## src/rtl/piano_pkg.sv

```systemverilog
// Shared definitions for the piano slice: default note width and the
// arbiter mode encoding seen on the mode output.
package piano_pkg;

  localparam int unsigned DEFAULT_KEY_W = 4;
  localparam int unsigned MODE_W        = 2;

  typedef enum logic [MODE_W-1:0] {
    MODE_IDLE   = 2'd0,
    MODE_SWITCH = 2'd1,
    MODE_PLAY   = 2'd2,
    MODE_DUCK   = 2'd3
  } mode_e;

endpackage

```

## src/rtl/song_source_arbiter_if.sv

```systemverilog
// Bundle between keyboard / song-player bank, the arbiter and the tone generator.
// The slave side is the arbiter; the master side drives sources and buttons.
interface song_source_arbiter_if
  import piano_pkg::*;
#(
  parameter int unsigned NUM_SONGS = 4,
  parameter int unsigned KEY_W     = DEFAULT_KEY_W
);
  localparam int unsigned IDX_W = $clog2(NUM_SONGS);

  logic                       live_key_on;
  logic [KEY_W-1:0]           live_key;
  logic [NUM_SONGS-1:0]       song_key_on;
  logic [NUM_SONGS*KEY_W-1:0] song_key;
  logic                       btn_play;
  logic                       btn_next;
  logic                       btn_stop;
  logic [NUM_SONGS-1:0]       player_rst;
  logic                       out_key_on;
  logic [KEY_W-1:0]           out_key;
  logic [IDX_W-1:0]           song_idx;
  logic [MODE_W-1:0]          mode;

  modport slave (
    input  live_key_on, live_key, song_key_on, song_key,
    input  btn_play, btn_next, btn_stop,
    output player_rst, out_key_on, out_key, song_idx, mode
  );

  modport master (
    output live_key_on, live_key, song_key_on, song_key,
    output btn_play, btn_next, btn_stop,
    input  player_rst, out_key_on, out_key, song_idx, mode
  );
endinterface

```

## src/rtl/song_source_arbiter_play_timer.sv

```systemverilog
// Shared gap / hold-off counter: synchronous clear, count enable, and a
// terminal flag raised when the count equals the runtime last value.
module play_timer #(
  parameter int unsigned W = 1
) (
  input  logic         clk,
  input  logic         rst,
  input  logic         i_clear,
  input  logic         i_en,
  input  logic [W-1:0] i_last,
  output logic         o_tc
);
  logic [W-1:0] r_count;

  always_ff @(posedge clk or posedge rst) begin
    if (rst)          r_count <= '0;
    else if (i_clear) r_count <= '0;
    else if (i_en)    r_count <= r_count + 1'b1;
  end

  assign o_tc = (r_count == i_last);
endmodule

```

## src/rtl/song_source_arbiter.sv

```systemverilog
// Chooses live keyboard or the selected song player for the tone generator,
// with a silent gap on song start/switch and live-key ducking of the song.
module song_source_arbiter
  import piano_pkg::*;
#(
  parameter int unsigned NUM_SONGS      = 4,
  parameter int unsigned KEY_W          = DEFAULT_KEY_W,
  parameter int unsigned GAP_CYCLES     = 5_000_000,
  parameter int unsigned HOLDOFF_CYCLES = 25_000_000
) (
  input logic                  clk,
  input logic                  rst,
  song_source_arbiter_if.slave bus
);
  localparam int unsigned IDX_W   = $clog2(NUM_SONGS);
  localparam int unsigned MAX_LIM = (GAP_CYCLES > HOLDOFF_CYCLES) ? GAP_CYCLES : HOLDOFF_CYCLES;
  localparam int unsigned TW      = ($clog2(MAX_LIM) < 1) ? 1 : $clog2(MAX_LIM);
  localparam logic [TW-1:0] GAP_LAST  = TW'(GAP_CYCLES - 1);
  localparam logic [TW-1:0] HOLD_LAST = TW'(HOLDOFF_CYCLES - 1);

  mode_e                r_state;
  mode_e                w_next_state;
  logic [IDX_W-1:0]     r_idx;
  logic [IDX_W-1:0]     w_next_idx;
  logic [IDX_W-1:0]     w_idx_inc;
  logic                 r_key_on;
  logic [KEY_W-1:0]     r_key;
  logic [NUM_SONGS-1:0] r_player_rst;
  logic                 w_song_on;
  logic [KEY_W-1:0]     w_song_key;
  logic                 w_clear;
  logic                 w_en;
  logic                 w_tc;
  logic [TW-1:0]        w_last;
  logic                 w_run;

  assign w_idx_inc = (r_idx == IDX_W'(NUM_SONGS - 1)) ? '0 : r_idx + 1'b1;

  always_comb begin
    w_song_on  = 1'b0;
    w_song_key = '0;
    for (int unsigned n = 0; n < NUM_SONGS; n++) begin
      if (r_idx == IDX_W'(n)) begin
        w_song_on  = bus.song_key_on[n];
        w_song_key = bus.song_key[n*KEY_W +: KEY_W];
      end
    end
  end

  // Priority: stop > next > play > live key > timer expiry.
  always_comb begin
    w_next_state = r_state;
    w_next_idx   = r_idx;
    unique case (r_state)
      MODE_IDLE: begin
        if (!bus.btn_stop) begin
          if (bus.btn_next)      w_next_idx   = w_idx_inc;
          else if (bus.btn_play) w_next_state = MODE_SWITCH;
        end
      end
      MODE_SWITCH: begin
        if (w_tc) w_next_state = MODE_PLAY;
      end
      MODE_PLAY, MODE_DUCK: begin
        if (bus.btn_stop) begin
          w_next_state = MODE_IDLE;
        end else if (bus.btn_next) begin
          w_next_idx   = w_idx_inc;
          w_next_state = MODE_SWITCH;
        end else if (r_state == MODE_PLAY) begin
          if (bus.live_key_on) w_next_state = MODE_DUCK;
        end else if (!bus.live_key_on && w_tc) begin
          w_next_state = MODE_PLAY;
        end
      end
      default: w_next_state = MODE_IDLE;
    endcase
  end

  // One counter for both waits: cleared on any state change, and held at
  // zero in DUCK while the live key is down so the hold-off restarts.
  assign w_clear = (w_next_state != r_state) || (r_state == MODE_DUCK && bus.live_key_on);
  assign w_en    = (r_state == MODE_SWITCH) || (r_state == MODE_DUCK && !bus.live_key_on);
  assign w_last  = (r_state == MODE_SWITCH) ? GAP_LAST : HOLD_LAST;
  assign w_run   = (w_next_state == MODE_PLAY) || (w_next_state == MODE_DUCK);

  play_timer #(.W(TW)) u_timer (
    .clk     (clk),
    .rst     (rst),
    .i_clear (w_clear),
    .i_en    (w_en),
    .i_last  (w_last),
    .o_tc    (w_tc)
  );

  // player_rst follows the next state so the release lines up with the
  // first PLAY cycle; the key path follows the current state.
  always_ff @(posedge clk or posedge rst) begin
    if (rst) begin
      r_state      <= MODE_IDLE;
      r_idx        <= '0;
      r_key_on     <= 1'b0;
      r_key        <= '0;
      r_player_rst <= '1;
    end else begin
      r_state <= w_next_state;
      r_idx   <= w_next_idx;
      unique case (r_state)
        MODE_SWITCH: r_key_on <= 1'b0;
        MODE_PLAY: begin
          r_key_on <= w_song_on;
          r_key    <= w_song_key;
        end
        default: begin
          r_key_on <= bus.live_key_on;
          r_key    <= bus.live_key;
        end
      endcase
      for (int unsigned n = 0; n < NUM_SONGS; n++) begin
        r_player_rst[n] <= !(w_run && (w_next_idx == IDX_W'(n)));
      end
    end
  end

  assign bus.mode       = r_state;
  assign bus.song_idx   = r_idx;
  assign bus.out_key_on = r_key_on;
  assign bus.out_key    = r_key;
  assign bus.player_rst = r_player_rst;
endmodule

```

## src/flat_wrapper.sv

```systemverilog
// flat-port wrapper written by rule: the top's interface ports become plain ports
module song_source_arbiter_flat import piano_pkg::*;
#(
  parameter int unsigned NUM_SONGS      = 4,
  parameter int unsigned KEY_W          = DEFAULT_KEY_W,
  parameter int unsigned GAP_CYCLES     = 5_000_000,
  parameter int unsigned HOLDOFF_CYCLES = 25_000_000
)
  (clk, rst, bus_live_key_on, bus_live_key, bus_song_key_on, bus_song_key, bus_btn_play, bus_btn_next, bus_btn_stop, bus_player_rst, bus_out_key_on, bus_out_key, bus_song_idx, bus_mode);
  song_source_arbiter_if #(.NUM_SONGS(NUM_SONGS), .KEY_W(KEY_W)) bus_i ();
  input logic clk;
  input logic rst;
  input wire logic [$bits(bus_i.live_key_on)-1:0] bus_live_key_on;
  input wire logic [$bits(bus_i.live_key)-1:0] bus_live_key;
  input wire logic [$bits(bus_i.song_key_on)-1:0] bus_song_key_on;
  input wire logic [$bits(bus_i.song_key)-1:0] bus_song_key;
  input wire logic [$bits(bus_i.btn_play)-1:0] bus_btn_play;
  input wire logic [$bits(bus_i.btn_next)-1:0] bus_btn_next;
  input wire logic [$bits(bus_i.btn_stop)-1:0] bus_btn_stop;
  output wire logic [$bits(bus_i.player_rst)-1:0] bus_player_rst;
  output wire logic [$bits(bus_i.out_key_on)-1:0] bus_out_key_on;
  output wire logic [$bits(bus_i.out_key)-1:0] bus_out_key;
  output wire logic [$bits(bus_i.song_idx)-1:0] bus_song_idx;
  output wire logic [$bits(bus_i.mode)-1:0] bus_mode;
  assign bus_i.live_key_on = bus_live_key_on;
  assign bus_i.live_key = bus_live_key;
  assign bus_i.song_key_on = bus_song_key_on;
  assign bus_i.song_key = bus_song_key;
  assign bus_i.btn_play = bus_btn_play;
  assign bus_i.btn_next = bus_btn_next;
  assign bus_i.btn_stop = bus_btn_stop;
  assign bus_player_rst = bus_i.player_rst;
  assign bus_out_key_on = bus_i.out_key_on;
  assign bus_out_key = bus_i.out_key;
  assign bus_song_idx = bus_i.song_idx;
  assign bus_mode = bus_i.mode;
  song_source_arbiter #(.NUM_SONGS(NUM_SONGS), .KEY_W(KEY_W), .GAP_CYCLES(GAP_CYCLES), .HOLDOFF_CYCLES(HOLDOFF_CYCLES)) u_core (.clk(clk), .rst(rst), .bus(bus_i));
endmodule
```

## config.mk

```make
export PLATFORM = sky130hd
export DESIGN_NAME = song_source_arbiter_flat
export DESIGN_NICKNAME = d
export VERILOG_FILES = /design/src/rtl/piano_pkg.sv /design/src/rtl/song_source_arbiter_if.sv /design/src/rtl/song_source_arbiter_play_timer.sv /design/src/rtl/song_source_arbiter.sv /design/src/flat_wrapper.sv
export SDC_FILE = /design/constraint.sdc
export NUM_CORES = 1
export LEC_CHECK = 0
export ABC_AREA = 1
export CAP_MARGIN = 20
export CORE_MARGIN = 4
export CORE_UTILIZATION = 64
export DETAILED_ROUTE_END_ITERATION = 16
export DONT_BUFFER_PORTS = 1
export PLACE_DENSITY_LB_ADDON = 0.3
export SYNTH_ARGS = -nofsm -noshare
export SYNTH_HDL_FRONTEND = slang
export SYNTH_HIERARCHICAL = 1
export SYNTH_SLANG_ARGS = --single-unit
```

## constraint.sdc

```tcl
create_clock -name clk -period 4 [get_ports clk]
set_input_delay 0.4 -clock clk [delete_from_list [all_inputs] [get_ports clk]]
set_output_delay 0.4 -clock clk [all_outputs]
set_load 0.01 [all_outputs]
```

# [After elaboration in Yosys (flattened, before gate mapping)]
# Index checks and enable logic that the tools add are counted.
[classes] n_addsub=2 n_eq_ne=13 n_mux=27 reduce_logical=21
[op_table] cell="$mux 25" count=3
[op_table] cell="$mux 2" count=13
[op_table] cell="$add 25x1->25 const B" count=1
[op_table] cell="$eq 25x25->1" count=1
[op_table] cell="$eq 2x2->1 const B" count=8
[op_table] cell="$mux 4" count=4
[op_table] cell="$pmux 4 s2" count=1
[op_table] cell="$logic_and 1x1->1" count=7
[op_table] cell="$eq 2x1->1 const B" count=3
[op_table] cell="$logic_not 2->1" count=3
[op_table] cell="$pmux 2 s3" count=1
[op_table] cell="$logic_not 1->1" count=5
[op_table] cell="$mux 1" count=4
[op_table] cell="$logic_or 1x1->1" count=3
[op_table] cell="$reduce_or 3->1" count=1
[op_table] cell="$add 2x1->2 const B" count=1
[op_table] cell="$ne 2x2->1" count=1
[op_table] cell="$pmux 1 s2" count=1
[op_table] cell="$reduce_bool 2->1" count=1
[op_table] cell="$reduce_or 2->1" count=1
[totals] register_bits=38 input_bits=30

# [Longest topological paths before layout]
[depth] depth_word=13 mapped_depth=25 depth_no_buf=25

# [By module]
# The synthesis kept the hierarchy.
[modules_own_cells] module="play_timer" instances=1 cells_per_inst=279 area_per_inst_um2=1849.3 seq_area_each_um2=625.6
[modules_own_cells] module="song_source_arbiter" instances=1 cells_per_inst=139 area_per_inst_um2=973.4 seq_area_each_um2=330.3

# [Worst setup path after synthesis]
# No wires, ideal clock.
[synth_timing] path_type="reg-to-reg" startpoint="register u_core.r_state[1] (netlist: u_core/bus.mode[1])" endpoint="register u_core.u_timer.r_count[16]" setup_ns=0.117 arrival_ns=2.832 slack_ns=1.051 stages_incl_launch_ff=25 period_less_slack_ns=2.949 cell_sequence="dfrtp_1 -> inv_1 -> ha_1 -> inv_2 -> xor2_1 -> nor2_1 -> nand2_1 -> nor2_1 -> nand2_1 -> nor2_1 -> nand3_2 -> nand2_1 -> nand2_1 -> nand2_2 -> nand2_2 -> nand2_1 -> nand2_1 -> nand3_2 -> nor2_4 -> nor2_2 -> nand2_2 -> nor2_4 -> nand2_1 -> o21ai_1 -> nor2_1"
[synth_via] elab_chain_len=12 word_cells_on_any_way=25 cone_classes="5 x eq/ne; 12 x mux; 8 x reduce/logical"
[synth_lines] element="start, declared" line="song_source_arbiter.sv:21" rtl="mode_e r_state;"
[synth_lines] element="start signal, assigned" line="song_source_arbiter.sv:106" rtl="r_state <= w_next_state;"
[synth_lines] element="$eq 2x1->1 *" line="song_source_arbiter.sv:84" rtl="assign w_last = (r_state == MODE_SWITCH) ? GAP_LAST : HOLD_LAST;"
[synth_lines] element="$mux 25 *" line="song_source_arbiter.sv:84"
[synth_lines] element="net u_core.w_last[8]" line="song_source_arbiter.sv:34" rtl="logic [TW-1:0] w_last;"
[synth_lines] element="$eq 25x25->1 *" line="song_source_arbiter_play_timer.sv:21" rtl="assign o_tc = (r_count == i_last);"
[synth_lines] element="net u_core.w_tc" line="song_source_arbiter.sv:33" rtl="logic w_tc;"
[synth_lines] element="$logic_and 1x1->1" line="song_source_arbiter.sv:72" rtl="end else if (!bus.live_key_on && w_tc) begin"
[synth_lines] element="$mux 2" line="song_source_arbiter.sv:72"
[synth_lines] element="$mux 2" line="song_source_arbiter.sv:70" rtl="end else if (r_state == MODE_PLAY) begin"
[synth_lines] element="$mux 2" line="song_source_arbiter.sv:67" rtl="end else if (bus.btn_next) begin"
[synth_lines] element="$mux 2" line="song_source_arbiter.sv:65" rtl="if (bus.btn_stop) begin"
[synth_lines] element="$pmux 2 s3 *" line="song_source_arbiter.sv:54" rtl="unique case (r_state)"
[synth_lines] element="$ne 2x2->1 *" line="song_source_arbiter.sv:82" rtl="assign w_clear = (w_next_state != r_state) || (r_state == MODE_DUCK && bus.live_key_on);"
[synth_lines] element="$logic_or 1x1->1 *" line="song_source_arbiter.sv:82"
[synth_lines] element="net u_core.w_clear" line="song_source_arbiter.sv:31" rtl="logic w_clear;"
[synth_lines] element="$mux 25 / $reduce_bool 2->1 (equally long branches)"
[synth_lines] element="end signal, assigned" line="song_source_arbiter_play_timer.sv:18" rtl="else if (i_en) r_count <= r_count + 1'b1;"
[synth_lines] element="end, declared" line="song_source_arbiter_play_timer.sv:13" rtl="logic [W-1:0] r_count;"
# Mark *: on every way through the listed nets, which the timed path passes. The rest lies on a longest branch.
# A chain may end at the register's enable or synchronous reset.

# [Final worst setup path]
[layout_timing] startpoint="register u_core.r_state[1] (netlist: u_core/bus.mode[1])" endpoint="register u_core.u_timer.r_count[20]"
# Same word-level chain as after synthesis.

==> results_dict.tcl <==
set metrics [dict create \
    met1_usage_pct 33.7 \
    slowest_stage "dfrtp_1" \
    met2_usage_pct 42.2 \
    cts.sinks 38 \
    hold_viol_final 0 \
    vias 2546 \
    viasPerCell 5.16 \
    rr_worst_depth 25 \
    grt.overflow.total 0 \
    worstPathArrival_ns 3.75 \
    ant_nets 0 \
    io_pins 43 \
    layout-drive-gt1-share_pct 9.93 \
    intPower_uw 853 \
    firstDrtPassIters 4 \
    skew_ns 0.00949 \
    root_buffer "clkbuf_8" \
    crit_buf_inv 2 \
    peakVddDrop_uv 452 \
    end_kind "flip-flop" \
    syn_area_sq_mm 0.00282 \
    p_per_area_mw_per_mm2 529 \
    clockBufferDepth 2 \
    grt_usage_pct 25.2 \
    ys_warn_count 6 \
    wirelength_microns 6350 \
    crit_family "simple AND/OR/NAND/NOR gates" \
    hpwl_microns 5030 \
    slew_headroom_pct 59.7 \
    htree_num_levels 2 \
    ctsHoldBuffers 0 \
    ff2ff_setup_slack_ns 0.48 \
    nets 481 \
    critPathLaunchType "flip-flop" \
    setup_viol_count_final 0 \
    rsz0062_at_grt "false" \
    cap_violations 0 \
    antenna_cells 0 \
    synth_edf_count 0 \
    hp-class "input pin to async pin" \
    fillers 367 \
    reg2reg_from "u_core/bus.mode[1]" \
    critical_path.startpoint "u_core/bus.mode[1]" \
    path_max_fanout 12 \
    clock_power_share_pct 17.1 \
    synth.area.top_cells "dfrtp_1, nand2_1, nor2_1" \
    fp.dieArea_sq_mm 0.00554 \
    grt_pass1_wl_microns 10700 \
    p_sw_uw 769 \
    yosysTopAreaCell "dfrtp_1" \
    post_drt_wl_per_cell_microns 12.9 \
    design_area_sq_mm 0.00306 \
    pwr-share-seq_pct 34.0 \
    drtIter0Drc 156 \
    finalCritPeriodShare_pct 88.1 \
    floorplan.die.height_microns 74.4 \
    swShare_pct 47.4 \
    syn_inst 418 \
    async_flop_share_pct 100 \
    cts_setup_buffers 0 \
    drc 0 \
    coreArea_sq_mm 0.00414 \
    cts_buffers 5 \
    grt_pass1_vias 2356 \
    synthMostInstantiatedCell "nand2_1" \
    crit_top_cell "nand2_1" \
    start_util_pct 68.1 \
    total_power_uw 1620 \
    netlist.area_leader.share_pct 30.1 \
    worstPathRequired_ns 4.23 \
    rows 23 \
    antenna_found_initial 0 \
    gp_congestion 0.953 \
    ys_seq_elements 38 \
    syn2layout_area_growth_pct 8.56 \
    ys_dominant_reg_cell "dfrtp_1" \
    status "completed" \
    use_met3_pct 5.14 \
    grt-busiest-layer "met2" \
    fin_ws_ns 0.477 \
    cts-resized-gates 0 \
    dpl-instance-area_sq_mm 0.00293 \
    fin_crit_ns 3.52 \
    synthTopCellsByCount "nand2_1, nor2_1, inv_1" \
    tightest_slew_ns 0.604 \
    pwr-share-comb_pct 48.9 \
    insertion_delay_ns 0.29 \
    path_class "flip-flop to flip-flop" \
    yosysSeqAreaShare_pct 33.9 \
    cts_tree "yes" \
    die_w_microns 74.4 \
    regToRegEndpoint "u_core/u_timer/r_count[20]" \
    port_buffers 0 \
    clkTransAtPathRegs_ns 0.08 \
    synth.distinct_cells 33 \
    syn_avg_cell_area_sq_um 6.75 \
    fin_tns_setup_ns 0 \
    maxSlewViolCount 0 \
    crit_path_max_incr_delay_ns 0.48 \
    grt_max_degree 26 \
    fmax_mhz 284 \
    place_ws_ns 0.567 \
    leakagePower_uw 0.00148 \
]
[registers in the layout, indices dropped and copies added, names as in the netlist]
register                cells
u_core/bus.mode             2
u_core/bus.player_rst       4
u_core/bus.out_key          4
u_core/bus.out_key_on       1
u_core/u_timer/r_count     25
u_core/bus.song_idx         2
[worst max path at each step]
stage	cells past startpoint	slack [ns]	end
floorplan	24	1.05	u_core/u_timer/r_count[16]
global placement	24	0.68	u_core/u_timer/r_count[16]
detailed placement	25	0.57	u_core/u_timer/r_count[20]
CTS	25	0.49	u_core/u_timer/r_count[20]
global route	25	0.12	u_core/u_timer/r_count[20]
finish	25	0.48	u_core/u_timer/r_count[20]
[cell type report]
cell class                 count  area [sq um]  share of cell area, %
sequential                    38           956                   31.2
multi-input combinational    338          1700                   55.3
inverter                      56           210                   6.86
clock buffer                   6          82.6                   2.69
tap                           50          62.6                   2.04
timing repair buffer           3          45.0                   1.47
clock inverter                 2          12.5                  0.408
[power groups by stage]
stage               combinational, uW  sequential, uW  clock, uW
floorplan                         654             540          0
global placement                  752             559          0
detailed placement                774             560          0
CTS                               778             554        283
global route                      902             562        305
finish                            793             551        278
[cell families after synthesis]
family          after synthesis  synth area share [%]
compound gates               50                  9.80
fa+ha+maj                     9                  3.99
buf+inv                      59                  8.33
xor+xnor                     23                  7.14
simple gates                237                  36.6
flops                        38                  33.9
other cells                   2                 0.266
[placed cells by master (no fill, tap or decap), drive strengths merged, types with 2 or more instances in the layout]
cell type  count
dfstp          4
inv           55
clkinv         2
conb          19
xnor2          7
xor2          16
buf            2
nand3         15
nor3           6
ha             9
nand2        125
nand4          6
dfrtp         34
o21ai         19
nor2          83
a21oi         26
clkbuf         6
[through the flow]
step	hold slack (ns)	util (%)	std cells
after detailed placement	0.342	70.7	483
final	0.00862	73.9	493
after CTS	0.0225	73.0	491
after global placement	0.333	70.7	483
after global routing	0.0357	73.9	493
after floorplan	0.274	-	435
[metal layers]
layer	share of wire (%)	wire (microns)
met5	0	0
met4	0.54	34
met3	5.0	318
met2	50	3180
met1	44	2820
[worst reg2reg max path, stage by stage (launching register included)]
cell and delay, ns:
dfrtp_1 0.48, inv_1 0.15, ha_1 0.39, inv_2 0.23, xor2_1 0.21, nor2_1 0.12
nand2_1 0.07, nor2_1 0.10, nand2_1 0.06, nor2_1 0.15, nand3_2 0.10, nand2_1 0.07
nand2_1 0.06, nand2_2 0.08, nand2_2 0.10, nand2_1 0.08, nand2_1 0.06, nand3_2 0.12
nor2_4 0.08, nor2_2 0.18, nand2_2 0.09, nor2_4 0.14, nand2_1 0.10, nand2_1 0.07
nand2_1 0.05, nor2_1 0.11
(Power assumes the default switching activity.)
==> RTL edit 1 (same settings) <==
Make the reset (`rst`) synchronous in 2 clocked blocks.
--- a/src/rtl/song_source_arbiter_play_timer.sv
+++ b/src/rtl/song_source_arbiter_play_timer.sv
@@ -14,3 +14,3 @@
 
-  always_ff @(posedge clk or posedge rst) begin
+  always_ff @(posedge clk) begin
     if (rst)          r_count <= '0;
--- a/src/rtl/song_source_arbiter.sv
+++ b/src/rtl/song_source_arbiter.sv
@@ -97,3 +97,3 @@
   // first PLAY cycle; the key path follows the current state.
-  always_ff @(posedge clk or posedge rst) begin
+  always_ff @(posedge clk) begin
     if (rst) begin
Check against the original RTL: differs if rst is asserted again (counterexample within 4 cycles, from zero or initial values and one cycle with rst high); with rst held inactive, the same outputs for 10 cycles.
==> RTL edit 1 against the original RTL <==
Clock skew fell by 0.0051 ns; non-clock buffer count shrank 1; synthesized area is 6.4% lower; maximum frequency grew 9.7%; sequential cell count stayed put; synthesized cell count up 4.1%; worst hold slack gained 0.16 ns; power decreased by 21%; sequential power down 15%; first-iteration DRC count up 41%; design area shrank 6.0%; global-route usage decreased by 0.98 points; routed wire length fell by 6.8%; largest cell class unchanged; setup slack better by 0.31 ns.
==> RTL edit 1: results <==
set metrics [dict create \
    status "finished, final reports clean" \
    place_congestion 0.876 \
    fin_skew_ns 0.00438 \
    synthXorXnorAreaFrac_pct 3.93 \
    p_leak_nw 1.30 \
    cp_max_fo 22 \
    layout.nets 503 \
    critPathSlowestCell "dfxtp_1" \
    track_usage_pct 24.2 \
    regToRegSetupSlack_ns 0.79 \
    pwr_density_cell_nw_per_um2 446 \
    grt_pass1_wl_mm 10.1 \
    grt_util_met2_pct 42.6 \
    grt_use_met3_pct 5.40 \
    grt_max_degree 23 \
    synthAdderAreaFrac_pct 4.26 \
    regArea_um2 761 \
    sequentialPowerShare_pct 36.6 \
    hpwl_mm 4.61 \
    nMultiInputCombCells 357 \
    signal_buffers 2 \
    dr_wl_met2_mm 2.87 \
    num-clock-buffers 7 \
    m1WireLength_mm 2.60 \
    synth_top_flop_cell "dfxtp_1" \
    p_sw_share_pct 42.2 \
    gr-usage-met1_pct 29.5 \
]
RTL edit 1: cell count changes after synthesis, moves of 9 or more:
cell,change
a21oi_1,+9
dfrtp_1,-34
dfxtp_1,+38
nand2_1,+22
xor2_1,-14
RTL edit 1: through the flow:
stage	util, %	setup slack [ns]	instance area (um2)	instances	hold slack, ns
2_1_floorplan	-	1.26	2730	458	0.457
3_3_place_gp	69.8	0.968	2790	507	0.470
3_5_place_dp	69.8	0.861	2790	507	0.475
4_1_cts	72.0	0.810	2880	515	0.159
5_1_grt	72.0	0.321	2880	515	0.154
6_report	72.0	0.788	2880	515	0.167
RTL edit 1: critical path, delay by kind of cell, from the launching register on:
kind / cells / cell delay [ns]
compound gates: 2 / 0.26
simple gates: 15 / 1.22
fa+ha+maj: 1 / 0.34
flops: 1 / 0.50
buf+inv: 5 / 0.83
==> RTL edit 2 (same flow settings) <==
Made on the original files. `HOLDOFF_CYCLES` is set to 25_000_000 in 2 places; all go to 12_500_000.
--- a/src/rtl/song_source_arbiter.sv
+++ b/src/rtl/song_source_arbiter.sv
@@ -8,3 +8,3 @@
   parameter int unsigned GAP_CYCLES     = 5_000_000,
-  parameter int unsigned HOLDOFF_CYCLES = 25_000_000
+  parameter int unsigned HOLDOFF_CYCLES = 12_500_000
 ) (
--- a/src/flat_wrapper.sv
+++ b/src/flat_wrapper.sv
@@ -6,3 +6,3 @@
   parameter int unsigned GAP_CYCLES     = 5_000_000,
-  parameter int unsigned HOLDOFF_CYCLES = 25_000_000
+  parameter int unsigned HOLDOFF_CYCLES = 12_500_000
 )
Function: same outputs for any inputs over 10 cycles, from zero or initial values and one cycle with rst high; that may be too few to reach the edited logic, so the function may still have changed.
==> RTL edit 2 against the original RTL <==
Power is 2.7% higher; first-iteration DRC count is 32% higher; non-clock buffer count is 2 lower; routed wire length is 5.2% lower; die area is 3.2% lower; design area is 4.7% lower; global-route usage is 0.61 points higher; via count is 4.8% lower; clock skew is 0.0024 ns higher; the flow now finishes with violations (hold timing); setup slack better by 0.054 ns; sequential cell count is 1 lower; synthesized area is 3.6% lower.
==> RTL edit 2: results <==
set metrics [dict create \
    status "complete, but fails checks" \
    violations "hold timing" \
    hold_violations 4 \
    whs_ns -0.00260 \
    pwr_density_cell_nw_per_um2 571 \
    grt_pass1_wl_mm 10.7 \
    dp_cells 453 \
    largest_reg_flops 24 \
    grt_util_met2_pct 42.5 \
    synth_common_cells "nand2_1, nor2_1, inv_1" \
    timing.fmax_ghz 0.288 \
    yosys.cell_types.count 34 \
    dr_wl_met3_um 262 \
    m1WireLength_mm 2.70 \
    track_usage_pct 25.8 \
    grt_max_degree 25 \
    regToRegSetupSlack_ns 0.53 \
    place_congestion 0.912 \
    p_leak_nw 1.50 \
    gr-usage-met1_pct 33.8 \
    grt_use_met3_pct 5.37 \
    cp.arrival_ns 3.65 \
    layout.nets 449 \
    p_clk_share_pct 17.7 \
    p_switching_uw 800 \
    synth.area.top_cells "dfrtp_1, nand2_1, nor2_1, inv_1, a21oi_1" \
    synth_cells 394 \
    p_comb_share_pct 49.7 \
    ys_seq_area_share_pct 34.2 \
    dpl_cell_area_um2 2820 \
    crit_end "u_core/u_timer/r_count[15]" \
    layout-drive-gt1-share_pct 11.7 \
]
RTL edit 2: changes by cell type in the layout (fill, tap and decap cells not counted), moves of 2 or more:
cell	change
nor3_1	-2
o21ai_1	+2
xnor2_1	-2
nor2_2	-3
nor2_1	-5
nand2_4	+2
nand3_1	+3
nand2_2	+2
nand4_1	-3
nand2_1	-12
o21ai_0	-3
inv_1	-6
a21oi_1	+2
conb_1	-7
RTL edit 2: kinds of logic (layout without fill, tap and decap cells):
logic type | after synthesis | after routing | synth area share [%]
and+or+nand+nor | 221 | 221 | 36.8
buffers and inverters | 53 | 60 | 7.45
AOI/OAI and AO/OA | 51 | 51 | 10.3
DFF | 37 | 37 | 34.2
xor gates and xnor gates | 21 | 21 | 6.76
adders and majority gates | 9 | 9 | 4.14
other | 2 | 12 | 0.276
RTL edit 2: cell type report:
class	count	area, um2
multi-input cells	314	1630
fillers	341	1140
flip-flops and latches	37	931
inverters	51	191
clock buffers	7	96.3
well taps	50	62.6
repair buffers	1	7.51
clock inverters	1	5.00
